==> src/rtl/dht22_pkg.sv <==
// Shared constants for the DHT22 word-to-BCD converter: FSM encoding, limits,
// Fahrenheit scaling constants and the field positions of the sensor word.
package dht22_pkg;

  typedef enum logic [4:0] {
    ST_IDLE      = 5'b00001,
    ST_LOAD      = 5'b00010,
    ST_CONV_HUM  = 5'b00100,
    ST_CONV_TEMP = 5'b01000,
    ST_DONE      = 5'b10000
  } state_e;

  localparam int HUM_MAX  = 1000;
  localparam int TEMP_MAX = 800;
  localparam int BCD_SAT  = 9999;

  // f = F_OFS + ((s*F_MUL + F_RND) >>> F_SHR), s and f in 0.1 degree units
  localparam int F_MUL = 1843;
  localparam int F_RND = 512;
  localparam int F_SHR = 10;
  localparam int F_OFS = 320;

  localparam int HUM_MSB      = 31;
  localparam int HUM_LSB      = 16;
  localparam int TEMP_SIGN    = 15;
  localparam int TEMP_MAG_MSB = 14;

  function automatic logic [15:0] sat16(input logic [15:0] v, input logic [15:0] lim);
    return (v > lim) ? lim : v;
  endfunction

endpackage

==> src/rtl/bin2bcd_seq.sv <==
// Iterative double dabble: 16-bit binary to 4 packed BCD digits, one bit per cycle.
// done is high during the 16th iteration; bcd carries that iteration's result.
module bin2bcd_seq (
  input  logic        sys_clk,
  input  logic        rst_n,
  input  logic        start,
  input  logic [15:0] bin,
  output logic [15:0] bcd,
  output logic        done
);

  logic [31:0] sh;
  logic [31:0] nxt;
  logic [15:0] adj;
  logic [3:0]  cnt;
  logic        run;

  always_comb begin
    adj = '0;
    for (int i = 0; i < 4; i++)
      adj[4*i +: 4] = (sh[16 + 4*i +: 4] >= 4'd5) ? sh[16 + 4*i +: 4] + 4'd3
                                                   : sh[16 + 4*i +: 4];
    nxt = {adj[14:0], sh[15:0], 1'b0};
  end

  assign bcd  = nxt[31:16];
  assign done = run && (cnt == 4'd15);

  // start wins over a running iteration so the caller can chain conversions
  always_ff @(posedge sys_clk or negedge rst_n)
    if (!rst_n) begin
      sh  <= '0;
      cnt <= '0;
      run <= 1'b0;
    end else if (start) begin
      sh  <= {16'h0000, bin};
      cnt <= '0;
      run <= 1'b1;
    end else if (run) begin
      sh  <= nxt;
      cnt <= cnt + 4'd1;
      if (cnt == 4'd15) run <= 1'b0;
    end

endmodule

==> src/rtl/dht22_bcd_convert.sv <==
// DHT22 word to sign + packed BCD with range flags; one shared double-dabble engine.
// Optional Fahrenheit output via `define DHT22_FAHRENHEIT_EN (range flags stay Celsius).
module dht22_bcd_convert #(
  parameter int HUM_MAX  = dht22_pkg::HUM_MAX,
  parameter int TEMP_MAX = dht22_pkg::TEMP_MAX,
  parameter int BCD_SAT  = dht22_pkg::BCD_SAT
) (
  input  logic        sys_clk,
  input  logic        rst_n,
  input  logic [31:0] data_in,
  output logic [15:0] hum_bcd,
  output logic [15:0] temp_bcd,
  output logic        temp_neg,
  output logic        hum_err,
  output logic        temp_err,
  output logic        busy,
  output logic        done
);
  import dht22_pkg::*;

  localparam logic [15:0] SAT16 = 16'(BCD_SAT);

  state_e      state, state_nxt;
  logic [31:0] in_q, last_data;
  logic [15:0] hum_raw, temp_mag, hum_clamp, temp_clamp, temp_src;
  logic        temp_sgn, herr, terr;
  logic [15:0] sh_hum, sh_temp;
  logic        sh_neg, sh_herr, sh_terr;
  logic        eng_start, eng_done;
  logic [15:0] eng_bin, eng_bcd;

  assign hum_raw   = in_q[HUM_MSB:HUM_LSB];
  assign temp_mag  = {1'b0, in_q[TEMP_MAG_MSB:0]};
  assign hum_clamp = sat16(hum_raw, SAT16);
  assign herr      = hum_raw  > 16'(HUM_MAX);
  assign terr      = temp_mag > 16'(TEMP_MAX);

`ifdef DHT22_FAHRENHEIT_EN
  localparam logic signed [27:0] K_MUL = 28'(F_MUL);
  localparam logic signed [27:0] K_RND = 28'(F_RND);
  localparam logic signed [27:0] K_OFS = 28'(F_OFS);
  localparam logic signed [27:0] K_SAT = 28'(BCD_SAT);

  logic signed [27:0] s_c, f_val, f_mag;

  always_comb begin
    s_c = $signed({12'd0, temp_mag});
    if (in_q[TEMP_SIGN]) s_c = -s_c;
    f_val = K_OFS + ((s_c * K_MUL + K_RND) >>> F_SHR);
    f_mag = (f_val < 0) ? -f_val : f_val;
    temp_sgn   = f_val < 0;
    temp_clamp = (f_mag > K_SAT) ? SAT16 : f_mag[15:0];
  end
`else
  // a zero magnitude is never reported as negative
  assign temp_sgn   = in_q[TEMP_SIGN] && (temp_mag != 16'd0);
  assign temp_clamp = sat16(temp_mag, SAT16);
`endif

  bin2bcd_seq u_b2b (
    .sys_clk (sys_clk),
    .rst_n   (rst_n),
    .start   (eng_start),
    .bin     (eng_bin),
    .bcd     (eng_bcd),
    .done    (eng_done)
  );

  always_ff @(posedge sys_clk or negedge rst_n)
    if (!rst_n) state <= ST_IDLE;
    else        state <= state_nxt;

  // humidity starts from LOAD; temperature is launched on the last humidity iteration
  always_comb begin
    state_nxt = state;
    eng_start = 1'b0;
    eng_bin   = hum_clamp;
    unique case (state)
      ST_IDLE:      if (in_q != last_data) state_nxt = ST_LOAD;
      ST_LOAD: begin
        eng_start = 1'b1;
        state_nxt = ST_CONV_HUM;
      end
      ST_CONV_HUM:  if (eng_done) begin
        eng_start = 1'b1;
        eng_bin   = temp_src;
        state_nxt = ST_CONV_TEMP;
      end
      ST_CONV_TEMP: if (eng_done) state_nxt = ST_DONE;
      ST_DONE:      state_nxt = ST_IDLE;
      default:      state_nxt = ST_IDLE;
    endcase
  end

  assign busy = (state != ST_IDLE);

  always_ff @(posedge sys_clk or negedge rst_n)
    if (!rst_n) begin
      in_q      <= '0;
      last_data <= '0;
      temp_src  <= '0;
      sh_hum    <= '0;
      sh_temp   <= '0;
      sh_neg    <= 1'b0;
      sh_herr   <= 1'b0;
      sh_terr   <= 1'b0;
      hum_bcd   <= '0;
      temp_bcd  <= '0;
      temp_neg  <= 1'b0;
      hum_err   <= 1'b0;
      temp_err  <= 1'b0;
      done      <= 1'b0;
    end else begin
      in_q <= data_in;
      done <= 1'b0;
      case (state)
        ST_LOAD: begin
          last_data <= in_q;
          temp_src  <= temp_clamp;
          sh_neg    <= temp_sgn;
          sh_herr   <= herr;
          sh_terr   <= terr;
        end
        ST_CONV_HUM:  if (eng_done) sh_hum  <= eng_bcd;
        ST_CONV_TEMP: if (eng_done) sh_temp <= eng_bcd;
        ST_DONE: begin
          hum_bcd  <= sh_hum;
          temp_bcd <= sh_temp;
          temp_neg <= sh_neg;
          hum_err  <= sh_herr;
          temp_err <= sh_terr;
          done     <= 1'b1;
        end
        default: ;
      endcase
    end

endmodule

==> config.mk <==
export PLATFORM = sky130hd
export DESIGN_NAME = dht22_bcd_convert
export DESIGN_NICKNAME = d
export VERILOG_FILES = /design/src/rtl/dht22_pkg.sv /design/src/rtl/bin2bcd_seq.sv /design/src/rtl/dht22_bcd_convert.sv
export SDC_FILE = /design/constraint.sdc
export NUM_CORES = 1
export LEC_CHECK = 0
export CORE_AREA = 2 2 153 125
export DETAILED_ROUTE_END_ITERATION = 12
export DIE_AREA = 0 0 155 127
export PLACE_DENSITY = 0.73
export SETUP_SLACK_MARGIN = 0.02
export SLEW_MARGIN = 20
export SYNTH_ARGS = -nofsm -noshare
export SYNTH_HDL_FRONTEND = slang
export SYNTH_SLANG_ARGS = --single-unit
==> constraint.sdc <==
create_clock -name sys_clk -period 4 [get_ports sys_clk]
set_input_delay 0.6 -clock sys_clk [delete_from_list [all_inputs] [get_ports sys_clk]]
set_output_delay 0.6 -clock sys_clk [all_outputs]
set_load 0.02 [all_outputs]
==> insert_results.sql, run 1 <==
INSERT INTO impl_metrics (metric_group, metric, value, unit) VALUES
('outcome', 'outcome', 'finished, final reports clean', ''),
('clock_tree', 'clock_insertion_delay_worst_skew', '0.44', 'ns'),
('die', 'core.rowCount', '44', ''),
('cells_and_area', 'antennaDiodeCount', '0', ''),
('die', 'die_x', '155', 'µm'),
('cells_and_area', 'regArea', '4810', 'µm²'),
('drt', 'drc', '0', ''),
('power', 'p_switching', '1.66', 'mW'),
('power', 'peakVddDrop', '0.000304', 'V'),
('timing', 'final_critical_path_setup_slack', '1.51', 'ns'),
('drt', 'avgRoutedWirePerCell', '15.7', 'µm'),
('power', 'seqPwrFrac', '45.0', '%'),
('timing', 'finalSetupViolations', '0', ''),
('power', 'intPower', '4.05', 'mW'),
('cells_and_area', 'final_cell_area', '9580', 'µm²'),
('cells_and_area', 'nNetsFinal', '893', ''),
('synth', 'synth-warning-count', '0', ''),
('power', 'cellLeakagePower', '4.49', 'nW'),
('place', 'estimated_wirelength_of_the_detail_placed_design', '11300', 'µm'),
('place', 'gp_routability_congestion', '0.804', ''),
('timing', 'grt_setup_unrepaired', 'false', ''),
('critical_path', 'timing.critical_path.arrival', '1.89', 'ns'),
('synth', 'syn-mean-instance-area', '10.2', 'µm²'),
('timing', 'number_of_max_slew_violations_in_the_final_report', '0', ''),
('synth', 'netlist.top_cell.by_area', 'dfrtp_1', ''),
('power', 'combinationalPowerShare', '21.1', '%'),
('power', 'pwr_cell_area', '596', 'nW/µm²'),
('synth', 'syn-instance-count', '787', ''),
('grt', 'grt_overflow', '0', ''),
('drt', 'route.antenna.remaining_nets', '0', ''),
('clock_tree', 'cts_buffers', '17', ''),
('drt', 'drt_first_pass_iters', '5', ''),
('synth', 'synthFlopType', 'dfrtp_1', ''),
('grt', 'grt_first_pass_wirelength', '28600', 'µm'),
('synth', 'ys_types', '59', ''),
('timing', 'tightestPinTransition', '0.997', 'ns'),
('timing', 'finalSetupTns', '0', 'ns'),
('timing', 'max_slew_margin', '33.3', '%'),
('die', 'boundaryPins', '71', ''),
('critical_path', 'end_kind', 'primary output', ''),
('drt', 'dr.first_iter.drc_count', '358', ''),
('clock_tree', 'tritoncts', 'yes', ''),
('synth', 'post_synth_most_frequent_cells', 'nand2_1, dfrtp_1, nor2_1', ''),
('cells_and_area', 'filler_cell_count', '1550', ''),
('cells_and_area', 'syn2layout_area_growth', '19.9', '%'),
('critical_path', 'crit_family', 'buffers and inverters', ''),
('grt', 'grt_antenna_before_repair', '0', ''),
('die', 'die-area', '19700', 'µm²'),
('worst_hold_path', 'hold_class', 'in -> async', ''),
('timing', 'worst_skew', '0.00669', 'ns'),
('timing', 'fin_worst_hold_slack', '0.299', 'ns'),
('grt', 'grt_pass1_vias', '5439', ''),
('synth', 'area_share_of_the_largest_cell_type_after_synthesis', '59.8', '%'),
('clock_tree', 'clock_sinks', '192', ''),
('critical_path', 'path_cells', 'nor3_2, nand3b_1, clkdlybuf4s50_1', ''),
('synth', 'synth_area', '8000', 'µm²'),
('drt', 'postRouteWirelength', '17200', 'µm'),
('clock_tree', 'postCtsSetupBuffers', '0', ''),
('die', 'core-area', '18000', 'µm²'),
('critical_path', 'timing.setup.critical_path_class', 'reg -> out', ''),
('timing', 'final-hold-violation-count', '0', ''),
('critical_path', 'critical-path-slowest-cell', 'clkdlybuf4s50_1', ''),
('synth', 'synth_seq_area_share', '60.1', '%'),
('cells_and_area', 'multiInputGateArea', '3000', 'µm²'),
('drt', 'routed_via_density', '5.24', ''),
('clock_tree', 'ctsHtreeMaxLevel', '4', ''),
('critical_path', 'worst-path-buf-inv', '1', ''),
('place', 'place_ws', '1.46', 'ns'),
('run', 'maxCapViolCount', '0', ''),
('critical_path', 'critPathMaxFanout', '6', ''),
('die', 'overall_die_height', '127', 'µm');
## layout make-up
class | count | area share (%)
Clock buffer | 17 | 4.44
Clock inverter | 15 | 2.66
Inverter | 10 | 0.392
Tap cell | 230 | 3.00
Sequential cell | 192 | 50.1
Timing Repair Buffer | 77 | 8.03
Multi-Input combinational cell | 552 | 31.3
## sequential cells by signal (all words and copies together), names as in the netlist, 4 cells and up
signal / flops
temp_src: 15
u_b2b.sh: 32
sh_temp: 16
hum_bcd: 16
u_b2b.cnt: 4
last_data: 32
sh_hum: 16
temp_bcd: 16
state: 5
in_q: 32
## placed cells by master (no fill, tap or decap), types with 3 or more instances in the layout
master,n
nand2_1,269
or3_1,3
dfrtp_1,191
a221oi_1,3
nand2b_1,5
a22o_1,9
xor2_1,20
o21ai_0,27
clkdlybuf4s50_1,69
clkbuf_16,17
inv_6,3
nor4_1,10
mux2i_1,19
nor2b_1,3
nor3b_1,7
bufinv_16,6
xnor2_1,19
a21oi_1,37
nand3_1,6
mux2_2,9
nand4_1,7
buf_4,6
inv_1,9
ha_1,9
o22a_1,11
a211oi_1,3
nor2_1,39
## path summary, 6_finish.rpt
kind                       slack, ns  cells after the start                   endpoint                  start
max                             1.51                      3                       busy   state[3]$_DFFE_PN0P_
min                             0.30                      1  last_data[14]$_DFFE_PN0P_                  rst_n
max reg2reg                     1.53                      6        hum_err$_DFFE_PN0P_   state[0]$_DFFE_PN1P_
min reg2reg                     0.47                      2     hum_bcd[0]$_DFFE_PN0P_  sh_hum[0]$_DFFE_PN0P_
max in group asynchronous       2.84                      2         in_q[25]$_DFF_PN0_                  rst_n
min in group sys_clk            0.47                      2     hum_bcd[0]$_DFFE_PN0P_  sh_hum[0]$_DFFE_PN0P_
## cell families after synthesis
| logic type | after synthesis | synth area share (%) |
|---|---|---|
| mux | 28 | 3.65 |
| compound gates | 109 | 8.67 |
| xor+xnor | 39 | 4.27 |
| buf+inv | 43 | 2.36 |
| flops | 192 | 60.1 |
| fa+ha+maj | 9 | 1.41 |
| simple gates | 367 | 19.5 |
## through the flow
| stage | power [mW] | utilization (%) | std cells |
|---|---|---|---|
| 5_1_grt | 6.00 | 53.2 | 1093 |
| 3_3_place_gp | 3.77 | 49.5 | 1061 |
| 6_report | 5.71 | 53.2 | 1093 |
| 4_1_cts | 5.77 | 53.2 | 1093 |
| 2_1_floorplan | 3.23 | - | 787 |
| 3_5_place_dp | 3.81 | 49.5 | 1061 |
## power by group through the flow
stage / clock network [mW] / logic (mW) / registers, mW
after floorplan: 0 / 0.503 / 2.72
after global placement: 0 / 1.17 / 2.60
after detailed placement: 0 / 1.21 / 2.60
after CTS: 1.97 / 1.22 / 2.57
after global routing: 2.05 / 1.33 / 2.62
final: 1.94 / 1.21 / 2.57
## routing by layer
metal	global-route usage [%]	routed length, µm	up-vias
met1	28.5	8710	2805
met2	25.2	7210	142
li1	-	-	2749
met3	5.26	985	26
met5	0	0	-
met4	6.10	291	0
Power figures use the tool's default switching activity.
==> run 2, diff against run 1 <==
Clock period 4 ns to 2.6 ns, I/O delays scaled along.
==> insert_results.sql, run 2 (synthesis gave the netlist of run 1 again) <==
INSERT INTO impl_metrics (metric_group, metric, value, unit) VALUES
('cells_and_area', 'post-route-util', '53.7', '%'),
('drt', 'postRouteWirelength', '17600', 'µm'),
('clock_tree', 'cts_buffers', '17', ''),
('critical_path', 'critical-path-slowest-cell', 'clkdlybuf4s50_1', ''),
('place', 'place_ws', '0.664', 'ns'),
('cells_and_area', 'final_layout_size_suffix_gt1_share', '7.90', '%'),
('clock_tree', 'tritoncts', 'yes', ''),
('worst_hold_path', 'min_from', 'data_in[27]', ''),
('timing', 'grt_setup_unrepaired', 'false', ''),
('die', 'core-area', '18000', 'µm²'),
('critical_path', 'startpoint_type', 'register', ''),
('worst_hold_path', 'whs_endpoint', 'in_q[27]$_DFF_PN0_', ''),
('timing', 'layout_worst_path_cycle_share', '88.4', '%'),
('timing', 'worst_skew', '0.00875', 'ns'),
('critical_path', 'timing.setup.critical_path_class', 'reg -> out', ''),
('place', 'estimated_wirelength_of_the_detail_placed_design', '12000', 'µm'),
('timing', 'finalSetupTns', '0', 'ns'),
('critical_path', 'path_cells', 'nor3_2, nand3b_1, clkdlybuf4s50_1', ''),
('worst_hold_path', 'hold-path-cell-count', '1', ''),
('place', 'port-buffer-count', '70', ''),
('grt', 'grt_max_degree', '58', ''),
('cells_and_area', 'antennaDiodeCount', '0', ''),
('clock_tree', 'clock_sinks', '192', ''),
('grt', 'grt_pass1_vias', '5535', ''),
('grt', 'grt_usage', '18.9', '%'),
('power', 'design_power_total', '8.76', 'mW'),
('worst_hold_path', 'hold_class', 'in -> reg', ''),
('cells_and_area', 'layout.cells.most_common', 'nand2_1', ''),
('drt', 'drc', '0', ''),
('power', 'peakVddDrop', '0.000440', 'V'),
('die', 'overall_die_height', '127', 'µm'),
('cells_and_area', 'syn2layout_area_growth', '21.0', '%'),
('power', 'pwr_cell_area', '905', 'nW/µm²'),
('die', 'boundaryPins', '71', ''),
('drt', 'routed_via_density', '5.23', ''),
('power', 'cellLeakagePower', '4.55', 'nW'),
('cells_and_area', 'layout_common_cells', 'nand2_1, dfrtp_1, clkdlybuf4s50_1', ''),
('timing', 'final_critical_path_setup_slack', '0.301', 'ns'),
('grt', 'grt_overflow', '0', ''),
('critical_path', 'reg2reg_to', 'u_b2b.sh[14]$_DFFE_PN0P_', ''),
('grt', 'grt_first_pass_wirelength', '29300', 'µm'),
('die', 'core.rowCount', '44', ''),
('critical_path', 'max_stage_delay', '0.59', 'ns'),
('critical_path', 'r2r_cells', '6', ''),
('die', 'initial_utilization', '44.4', '%'),
('timing', 'tightestPinTransition', '0.586', 'ns'),
('die', 'die-area', '19700', 'µm²'),
('clock_tree', 'cts_resized', '0', ''),
('timing', 'max_slew_margin', '60.5', '%'),
('timing', 'number_of_max_slew_violations_in_the_final_report', '0', ''),
('critical_path', 'timing.critical_path.arrival', '1.91', 'ns'),
('timing', 'achievable-frequency', '435', 'MHz'),
('drt', 'drt_first_pass_iters', '5', ''),
('cells_and_area', 'registers_with_the_most_flip_flops', 'in_q (32), last_data (32), u_b2b.sh (32)', ''),
('die', 'die_x', '155', 'µm'),
('clock_tree', 'ctsHtreeMaxLevel', '4', ''),
('clock_tree', 'clock_tree.buffer_depth', '2', ''),
('critical_path', 'critPathMaxFanout', '6', ''),
('timing', 'finalSetupViolations', '0', ''),
('place', 'gp_routability_congestion', '0.856', ''),
('timing', 'fin_crit', '2.30', 'ns'),
('run', 'maxCapViolCount', '0', ''),
('clock_tree', 'clock_insertion_delay_worst_skew', '0.43', 'ns'),
('timing', 'final-hold-violation-count', '0', ''),
('critical_path', 'cp_data_required_time', '2.21', 'ns'),
('grt', 'grt_antenna_before_repair', '0', ''),
('cells_and_area', 'nNetsFinal', '904', ''),
('drt', 'dr_total_vias', '5770', ''),
('drt', 'avgRoutedWirePerCell', '15.9', 'µm'),
('clock_tree', 'clock_tree.root_cell', 'clkbuf_16', ''),
('clock_tree', 'clock_pin_slew_on_the_worst_setup_and_hold_paths', '0.07', 'ns'),
('critical_path', 'timing.rr.start', 'u_b2b.run$_DFF_PN0_', ''),
('critical_path', 'end_kind', 'primary output', ''),
('drt', 'dr.first_iter.drc_count', '435', ''),
('drt', 'route.antenna.remaining_nets', '0', ''),
('critical_path', 'reg2reg_setup_slack', '0.61', 'ns'),
('outcome', 'outcome', 'finished, final reports clean', ''),
('cells_and_area', 'filler_cell_count', '1557', '');
[run 2: changes by cell type in the layout (fill, tap and decap cells not counted), sizes merged]
cell / before / now
inv: 13 / 12
clkbuf: 18 / 19
buf: 7 / 17
dlygate4sd3: 0 / 1
clkinv: 4 / 3
[run 2: routing by layer]
layer  track usage (%)  wire length, µm
met4              6.10              291
met3              4.68              953
met5                 0                0
met1              28.9             8950
met2              26.4             7370
[run 2: timing repair]
action,4_1_cts,5_1_grt
hold buffers,1,0
setup buffers,0,0
endpoints found under the hold margin,51,0
[run 2: worst max-delay path by stage]
| stage | startpoint | end | slack (ns) | cells after the start |
|---|---|---|---|---|
| 6_report | state[3]$_DFFE_PN0P_ | busy | 0.30 | 3 |
| 5_1_grt | state[3]$_DFFE_PN0P_ | busy | 0.20 | 3 |
| 4_1_cts | state[3]$_DFFE_PN0P_ | busy | 0.29 | 3 |
| 3_5_place_dp | u_b2b.run$_DFF_PN0_ | u_b2b.sh[14]$_DFFE_PN0P_ | 0.66 | 6 |
| 3_3_place_gp | in_q[26]$_DFF_PN0_ | state[1]$_DFFE_PN0P_ | 0.65 | 6 |
| 2_1_floorplan | u_b2b.cnt[0]$_DFFE_PN0P_ | sh_temp[10]$_DFFE_PN0P_ | 0.91 | 6 |
[run 2: cell type report]
class	instances	area, µm²	share of cell area [%]
timing repair buffer	88	867	8.97
inverter	10	37.5	0.388
clock buffer	18	439	4.54
tap	230	288	2.98
multi-input combinational	552	3000	31.0
clock inverter	13	231	2.39
sequential	192	4810	49.7
[run 2: power by group]
part	internal, mW	total, mW	switching, mW
clock	1.83	2.96	1.13
combinational	0.865	1.85	0.986
sequential	3.55	3.95	0.394
[run 2: critical path: cells and delay by family (launching register included)]
family	cells	cell delay, ns
flip-flops	1	0.42
AND/OR/NAND/NOR	2	0.46
buffers and inverters	1	0.59
[run 2: per-stage QoR]
step | hold slack, ns | instances | instance area [µm²]
4_1_cts | 0.374 | 1103 | 9670
6_report | 0.388 | 1103 | 9670
5_1_grt | 0.376 | 1103 | 9670
3_3_place_gp | 0.384 | 1071 | 8990
2_1_floorplan | 0.0944 | 787 | 8000
3_5_place_dp | 0.387 | 1071 | 8990
